[config.mk]
export PLATFORM = sky130hd
export DESIGN_NAME = bcd_code_converter_pipe
export DESIGN_NICKNAME = d
export VERILOG_FILES = /design/src/rtl/bcd_code_converter_pipe.sv
export SDC_FILE = /design/constraint.sdc
export NUM_CORES = 1
export LEC_CHECK = 0
export CORE_UTILIZATION = 45
export CTS_CLUSTER_DIAMETER = 200
export DETAILED_ROUTE_END_ITERATION = 8
export PLACE_DENSITY_LB_ADDON = 0.05
export SLEW_MARGIN = 20
export SYNTH_ARGS = -nofsm -noshare
export SYNTH_HDL_FRONTEND = slang
export SYNTH_SLANG_ARGS = --single-unit
[constraint.sdc]
create_clock -name clk -period 2.07 [get_ports clk]
set_input_delay 0.414 -clock clk [delete_from_list [all_inputs] [get_ports clk]]
set_output_delay 0.414 -clock clk [all_outputs]
set_load 0.02 [all_outputs]
[src/rtl/bcd_code_converter_pipe.sv]
`default_nettype none
// +----------------------------------------------------------------------------+
// | bcd_code_converter_pipe                                                    |
// |   Registered BCD -> excess-3 / Gray / 2421 / 9s-complement converter with  |
// |   a one-stage valid/ready pipe, per-lane invalid flags and an error count. |
// |   Rev 1.0                                                                  |
// +----------------------------------------------------------------------------+
module bcd_code_converter_pipe #(
  parameter int DIGITS = 4,
  parameter int CNT_W  = 8
) (
  input  logic                  clk,
  input  logic                  rst_n,
  input  logic [1:0]            mode,
  input  logic                  in_valid,
  output logic                  in_ready,
  input  logic [4*DIGITS-1:0]   in_data,
  output logic                  out_valid,
  input  logic                  out_ready,
  output logic [4*DIGITS-1:0]   out_data,
  output logic [DIGITS-1:0]     out_err,
  output logic [CNT_W-1:0]      err_cnt,
  input  logic                  clr_cnt
);

  localparam int         W       = 4 * DIGITS;
  localparam logic [1:0] M_XS3   = 2'b00;
  localparam logic [1:0] M_GRAY  = 2'b01;
  localparam logic [1:0] M_2421  = 2'b10;

  logic [W-1:0]      conv_data;
  logic [DIGITS-1:0] conv_err;
  logic              accept;

  logic              out_valid_d, out_valid_q;
  logic [W-1:0]      out_data_d,  out_data_q;
  logic [DIGITS-1:0] out_err_d,   out_err_q;
  logic [CNT_W-1:0]  err_cnt_d,   err_cnt_q;

  // Conversion happens on the incoming word, so the mode is effectively
  // captured together with the data at accept time.
  generate
    for (genvar i = 0; i < DIGITS; i++) begin : g_lane
      logic [3:0] digit;
      logic [3:0] code;

      assign digit = in_data[4*i +: 4];

      always_comb begin
        code = 4'h0;
        if (digit <= 4'd9) begin
          case (mode)
            M_XS3:   code = digit + 4'd3;
            M_GRAY:  code = digit ^ {1'b0, digit[3:1]};
            M_2421:  code = (digit < 4'd5) ? digit : digit + 4'd6;
            default: code = 4'd9 - digit;
          endcase
        end
      end

      assign conv_data[4*i +: 4] = code;
      assign conv_err[i]         = (digit > 4'd9);
    end
  endgenerate

  assign in_ready = ~out_valid_q | out_ready;
  assign accept   = in_valid & in_ready;

  always_comb begin
    out_valid_d = out_valid_q;
    out_data_d  = out_data_q;
    out_err_d   = out_err_q;
    if (accept) begin
      out_valid_d = 1'b1;
      out_data_d  = conv_data;
      out_err_d   = conv_err;
    end else if (out_ready) begin
      out_valid_d = 1'b0;
    end
  end

  // Clear has priority; counting stops at all-ones.
  always_comb begin
    err_cnt_d = err_cnt_q;
    if (clr_cnt) begin
      err_cnt_d = '0;
    end else if (accept && (|conv_err) && (err_cnt_q != {CNT_W{1'b1}})) begin
      err_cnt_d = err_cnt_q + 1'b1;
    end
  end

  always_ff @(posedge clk or negedge rst_n) begin
    if (!rst_n) begin
      out_valid_q <= 1'b0;
      out_data_q  <= '0;
      out_err_q   <= '0;
      err_cnt_q   <= '0;
    end else begin
      out_valid_q <= out_valid_d;
      out_data_q  <= out_data_d;
      out_err_q   <= out_err_d;
      err_cnt_q   <= err_cnt_d;
    end
  end

  assign out_valid = out_valid_q;
  assign out_data  = out_data_q;
  assign out_err   = out_err_q;
  assign err_cnt   = err_cnt_q;

endmodule
`default_nettype wire
==> results of run 1 <==
-- cell usage after synthesis, drive strengths merged --
cell type and n:
nand3b 1, a211oi 3, nand4 1, o31ai 3
dfrtp 29, nor2b 8, buf 8, and3 1
nand2 35, a32o 9, o41ai 1, mux2 2
a21o 1, a31oi 4, xor2 5, mux2i 4
o311ai 2, or4 3, ha 25, o21ai 25
xnor2 12, o311a 2, or3 1, o21bai 2
a21oi 14, clkbuf 9, and2 5, o211ai 8
nor2 14, a222oi 1, nand3 9, inv 21
a22o 4, nor4b 1, nand2b 9, a22oi 3
-- repair_timing --
action / 4_1_cts / 5_1_grt
endpoints found under the setup margin: 0 / 5
buffers inserted: 0 / 1
resized for setup: 0 / 16
-- where the power goes --
group	switching [mW]	internal, mW	leakage [nW]
Sequential	0.0375	0.630	0.378
Combinational	0.341	0.362	1.23
Clock	0.232	0.300	0.0542
Total	0.610	1.29	1.66
-- sequential cells by signal, indices dropped and copies added (netlist names) --
name       cells
out_err        4
out_valid      1
err_cnt        8
out_data      16
-- layer usage --
metal	GRT usage	wire, um	share of wire	up-vias
met5	0	0	0	-
met1	0.310	3020	0.48	1156
met3	0.0455	185	0.030	6
met2	0.408	3000	0.48	47
li1	-	-	-	1215
met4	0.0734	57	0.0091	0
-- logic make-up (layout without fill, tap and decap cells) --
group | Yosys count | after routing
AO/OA/AOI/OAI | 82 | 82
XOR/XNOR | 17 | 17
adder cells (fa/ha/maj) | 25 | 25
buffers and inverters | 38 | 140
flip-flops | 29 | 29
multiplexers | 6 | 6
AND/OR/NAND/NOR | 88 | 88
-- stage by stage --
stage / setup TNS (ns) / utilization / area (um^2) / setup slack (ns)
finish: 0 / 0.690 / 3520 / 0.0881
detailed placement: -2.58 / 0.660 / 3370 / -0.273
global placement: -1.92 / 0.660 / 3370 / -0.235
CTS: 0 / 0.680 / 3470 / 0.0231
floorplan: 0 / - / 2390 / 0.199
global route: 0 / 0.690 / 3520 / 0.0114
-- worst register-to-register path, cell delays in order (launching register included) --
cell and delay, ns:
dfrtp_1 0.42, ha_1 0.28, nand3_1 0.11, o211ai_2 0.11, a21o_1 0.24, or4_1 0.53
a21oi_1 0.12
-- worst min-delay path by stage --
stage                         to  slack, ns  cells past startpoint         start
floorplan             err_cnt[0]       0.12                      0         rst_n
global placement     out_data[2]       0.46                      2   out_data[2]
detailed placement  out_data[14]       0.46                      2  out_data[14]
CTS                 out_data[14]       0.48                      2  out_data[14]
global route          out_err[3]       0.50                      3   in_data[15]
finish              out_data[14]       0.47                      2  out_data[14]
-- final cells by class --
class	instances	area (um^2)	share of cell area
clock inverters	1	5.00	0.00142
multi-input cells	218	1540	0.437
flip-flops and latches	29	726	0.206
clock buffers	7	96.3	0.0273
repair buffers	111	991	0.281
well taps	70	87.6	0.0248
inverters	21	78.8	0.0224
==> metrics.log, run 1 <==
INFO  metric cts.sink_count = 29
INFO  metric worstSetupStartpointType = primary input
INFO  metric route.final.wire_length = 6260 um
INFO  metric die_area = between 5000 and 6000 um^2
INFO  metric antenna_cells = 0
INFO  metric tritoncts = done
INFO  metric vias_in_the_first_global_route = 2253
INFO  metric timing_worst_slew_pin_value = 0.504 ns
INFO  metric wl_per_cell = 13.7 um
INFO  metric critPathMaxStageDelay = about 0.53 ns
INFO  metric design.portCount = 53
INFO  metric total_power_of_the_final_layout = 1.90 mW
INFO  metric pwr_density_cell = ~540 nW/um^2
INFO  metric clkSlewWorstSetupHoldPaths = approximately 0.06 ns
INFO  metric layout.cells.most_common = buf_4
INFO  metric slowest_stage = or4_1
INFO  metric cts_inserted_buffers = 5
INFO  metric number_of_max_cap_violations = 0
INFO  metric final_net_count = 434
INFO  metric cp_top_family = simple AND/OR/NAND/NOR gates
INFO  metric placedCellCount = 448
INFO  metric r2r-start = err_cnt[0]
INFO  metric std_cell_rows = 26
INFO  metric grt_first_pass_wirelength = between 10000 and 15000 um
INFO  metric crit_end = err_cnt[7]
INFO  metric cp_max_fo = 6
INFO  metric grt_start_max_net_pins = 30
INFO  metric synth.mux.area_fraction = 0.0262
INFO  metric root_buffer = clkbuf_8
INFO  metric final.setup_skew = between 0.01 and 0.015 ns
INFO  metric synth_top_family_by_area = compound AO/OA/AOI/OAI gates
INFO  metric portBuffers = 52
INFO  metric synth_top_area_cell = dfrtp_1
INFO  metric avgViaCountPerCell = between 5 and 6
INFO  metric 1st_iter_drt_viols = ~120
INFO  metric share_of_the_cycle_needed_by_the_critical_path_after_routing = 0.957
INFO  metric regToRegEndpoint = err_cnt[7]
INFO  metric result_of_the_run = finished, final reports clean
INFO  metric gp_congestion = 0.904
INFO  metric path_depth = 8
INFO  metric grt_remaining_overflow = 0
INFO  metric synth-compound-area-share = 0.233
INFO  metric detailedPlacementHpwl = 4750 um
INFO  metric setup_repair_after_global_routing_missed_its_margin = false
INFO  metric syn_inst = roughly 290
INFO  metric first_drt_pass_iteration_count = 4
INFO  metric critical_path_class = primary input to register
INFO  metric crit_chain = clkdlybuf4s50_1 -> inv_1 -> ha_2 -> nand2b_2 -> a22oi_2 -> a21o_1 -> or4_1 -> a21oi_1
INFO  metric report.final.setup_viol = 0
INFO  metric clock_tree.buffer_depth = 2
INFO  metric timing.critical_path.from = in_data[2]
INFO  metric parity_gate_share_of_the_synthesized_area_counting_xor_and_xnor_cells = 0.0622
INFO  metric ctsHoldBuffers = 0
INFO  metric synth-seq-cells = 29
INFO  metric final_layout_size_suffix_gt1_frac = 0.214
INFO  metric core_footprint = 5110 um^2
INFO  metric htreeDepth = 2
INFO  metric hold_path_class = register to register
INFO  metric final_cell_mix = buf_4 (58), clkdlybuf4s50_1 (46), nand2_1 (35)
INFO  metric number_of_filler_instances_in_the_final_layout = 471
INFO  metric layoutNonFillerInstCount = 457
INFO  metric fin_crit = 1.98 ns
INFO  metric synth_fp_nets = 333
INFO  metric route.antenna.remaining_nets = 0
INFO  metric max-slew-margin-rel = 0.662
INFO  metric syn-cell-area = 2390 um^2
INFO  metric post-synth-top-area-fraction = 0.303
INFO  metric initial_core_util = 0.468
INFO  metric total_count_of_max_transition_violations_in_the_final_report = 0
INFO  metric syn_to_final_growth = 47.3%
INFO  metric finalHoldViolations = 0
INFO  metric critPathRequiredTime = 2.27 ns
INFO  metric synth_top_cells_by_area = dfrtp_1 (30%), ha_1 (13%), nand2_1 (5.5%)
INFO  metric mean_area_per_synthesized_cell = about 8.4 um^2
INFO  metric gr-usage-all-layers = 0.241
INFO  metric die_h = approximately 75 um
INFO  metric total_vias_in_the_final_route = between 2000 and 2500
INFO  metric yosysWarningCount = 0
INFO  metric ys_seq_area_frac = 0.303
INFO  metric synth.lib_cells_used.distinct = between 40 and 50
INFO  metric reg2reg_depth = 6
INFO  metric fp.dieW = 74.9 um
INFO  metric synth-adder-area-share = 0.131
INFO  metric fmax = 505 MHz
INFO  metric leakagePower = approximately 1.7 nW
INFO  metric ir_drop = 0.000289 V
INFO  metric post_synth_and_or_nand_nor_area_fraction = 0.179
INFO  metric critical_path.n_buffers_inverters = 2
INFO  metric clk_latency = 0.29 ns
INFO  metric worst-r2r-setup-slack = 0.18 ns
INFO  metric critical_path.endpoint_type = register
INFO  metric timing.hold.ws = 0.472 ns
INFO  metric worst_ep_arrival_time = 2.19 ns
INFO  metric route.detailed.drc = 0
INFO  metric grt_antenna_before_repair = 0
Note: power is estimated with default switching activity, not from simulation.
==> run 2, diff against run 1 <==
- CORE_UTILIZATION: 45 -> 40
==> metrics.log, run 2 (synthesized netlist as in run 1, its figures left out) <==
INFO  metric pwr_density_cell = 521 nW/um^2
INFO  metric avgViaCountPerCell = 5.25
INFO  metric die_h = about 79 um
INFO  metric regToRegEndpoint = err_cnt[7]
INFO  metric r2r-start = err_cnt[0]
INFO  metric share_of_the_cycle_needed_by_the_critical_path_after_routing = 0.952
INFO  metric fin_crit = 1.97 ns
INFO  metric total_vias_in_the_final_route = 2389
INFO  metric syn_to_final_growth = 44.7%
INFO  metric fmax = 507 MHz
INFO  metric ir_drop = 0.000407 V
INFO  metric first_drt_pass_iteration_count = 4
INFO  metric total_count_of_max_transition_violations_in_the_final_report = 0
INFO  metric leakagePower = roughly 1.6 nW
INFO  metric htreeDepth = 2
INFO  metric critPathRequiredTime = 2.27 ns
INFO  metric route.detailed.drc = 0
INFO  metric path_depth = 7
INFO  metric design.portCount = 53
INFO  metric ctsHoldBuffers = 0
INFO  metric crit_chain = clkdlybuf4s50_1 -> ha_1 -> nand2b_1 -> a22oi_2 -> a21o_1 -> or4_4 -> a21oi_2
INFO  metric core_footprint = 5640 um^2
INFO  metric worst-r2r-setup-slack = 0.22 ns
INFO  metric critical_path.n_buffers_inverters = 1
INFO  metric vias_in_the_first_global_route = about 2300
INFO  metric setup_repair_after_global_routing_missed_its_margin = false
INFO  metric grt_start_max_net_pins = 30
INFO  metric finalHoldViolations = 0
INFO  metric antenna_cells = 0
INFO  metric postLayoutCellArea = 3460 um^2
INFO  metric post_placement_cell_area = 3330 um^2
INFO  metric grt_first_pass_wirelength = ~10000 um
INFO  metric critical_path_class = primary input to register
INFO  metric critPathMaxStageDelay = between 0.5 and 0.6 ns
INFO  metric 1st_iter_drt_viols = 86
INFO  metric cp_top_family = simple AND/OR/NAND/NOR gates
INFO  metric final_cell_mix = buf_4 (55), clkdlybuf4s50_1 (45), nand2_1 (35)
INFO  metric max-slew-margin-rel = 0.749
INFO  metric result_of_the_run = finished, final reports clean
INFO  metric hold_path_class = register to register
INFO  metric worstSetupStartpointType = primary input
INFO  metric route.final.wire_length = between 6000 and 7000 um
INFO  metric slowest_stage = or4_4
INFO  metric dpl_worst_slack = -0.273 ns
INFO  metric cp_max_fo = 7
INFO  metric timing_worst_slew_pin_value = 0.371 ns
INFO  metric grt_remaining_overflow = 0
INFO  metric wl_per_cell = ~13 um
INFO  metric grt_antenna_before_repair = 0
INFO  metric tritoncts = done
INFO  metric clkSlewWorstSetupHoldPaths = 0.06 ns
INFO  metric worst_ep_arrival_time = 2.17 ns
INFO  metric clock_tree.buffer_depth = 2
INFO  metric final.setup_skew = roughly 0.0054 ns
INFO  metric postLayoutSetupSlackWorst = between 0.09 and 0.1 ns
INFO  metric layout.cells.most_common = buf_4
INFO  metric final_net_count = 430
INFO  metric cts_inserted_buffers = 5
INFO  metric number_of_max_cap_violations = 0
INFO  metric portBuffers = 52
INFO  metric final_layout_size_suffix_gt1_frac = 0.193
INFO  metric largest_register_ff_count = 16
INFO  metric root_buffer = clkbuf_8
INFO  metric critical_path.endpoint_type = register
INFO  metric report.final.setup_viol = 0
INFO  metric fp.dieW = 79.3 um
INFO  metric clk_latency = 0.28 ns
INFO  metric cts.sink_count = 29
INFO  metric crit_end = err_cnt[7]
INFO  metric number_of_filler_instances_in_the_final_layout = 500
INFO  metric timing.critical_path.from = in_data[15]
INFO  metric gr-usage-all-layers = 0.210
INFO  metric route.antenna.remaining_nets = 0
INFO  metric reg2reg_depth = 6
INFO  metric std_cell_rows = 27
INFO  metric initial_core_util = 0.424
INFO  metric die_area = 6290 um^2
INFO  metric gp_congestion = 0.867
INFO  metric detailedPlacementHpwl = 4800 um
-- run 2: final cells by class --
type	count	area (um^2)	area share
well taps	72	90.1	0.0260
repair buffers	107	951	0.275
clock inverters	2	10.0	0.00289
multi-input cells	218	1530	0.443
clock buffers	6	72.6	0.0210
inverters	21	78.8	0.0228
flip-flops and latches	29	726	0.210
-- run 2: stage by stage --
step | setup TNS (ns) | instances | total power [mW] | hold slack [ns] | utilization
6_report | 0 | 455 | 1.80 | 0.470 | 0.614
5_1_grt | 0 | 455 | 1.91 | 0.507 | 0.614
4_1_cts | 0 | 454 | 1.82 | 0.478 | 0.605
3_5_place_dp | -2.72 | 446 | 1.37 | 0.462 | 0.590
3_3_place_gp | -2.39 | 446 | 1.36 | 0.461 | 0.590
2_1_floorplan | 0 | 285 | 1.02 | 0.118 | -
-- run 2: worst min-delay path by stage --
stage,to,from,cells after the start
floorplan,err_cnt[0],rst_n,0
global placement,out_data[14],out_data[14],2
detailed placement,out_data[14],out_data[14],2
CTS,out_data[14],out_data[14],2
finish,out_data[14],out_data[14],2
global route,out_data[2],out_data[2],2
-- run 2: worst min-delay path, cell delays in order, from the launching register on --
cell,delay (ns)
dfrtp_1,0.34
nand2_1,0.05
nand2_1,0.05
-- run 2: where the power goes --
part           switching, mW  total (mW)  internal, mW
registers             0.0394       0.669         0.630
logic                  0.336       0.687         0.352
clock network          0.213       0.446         0.232
-- run 2: timing repair --
item | in CTS | in global routing
resized for setup | 0 | 13
setup buffers | 0 | 1
endpoints found under the setup margin | 0 | 10
-- run 2: routing by layer --
| layer | part of all wire | global-route usage | up-vias |
|---|---|---|---|
| li1 | - | - | 1200 |
| met1 | 0.47 | 0.264 | 1136 |
| met2 | 0.49 | 0.366 | 49 |
| met3 | 0.036 | 0.0437 | 4 |
| met4 | 0.0075 | 0.0509 | 0 |
| met5 | 0 | 0 | - |
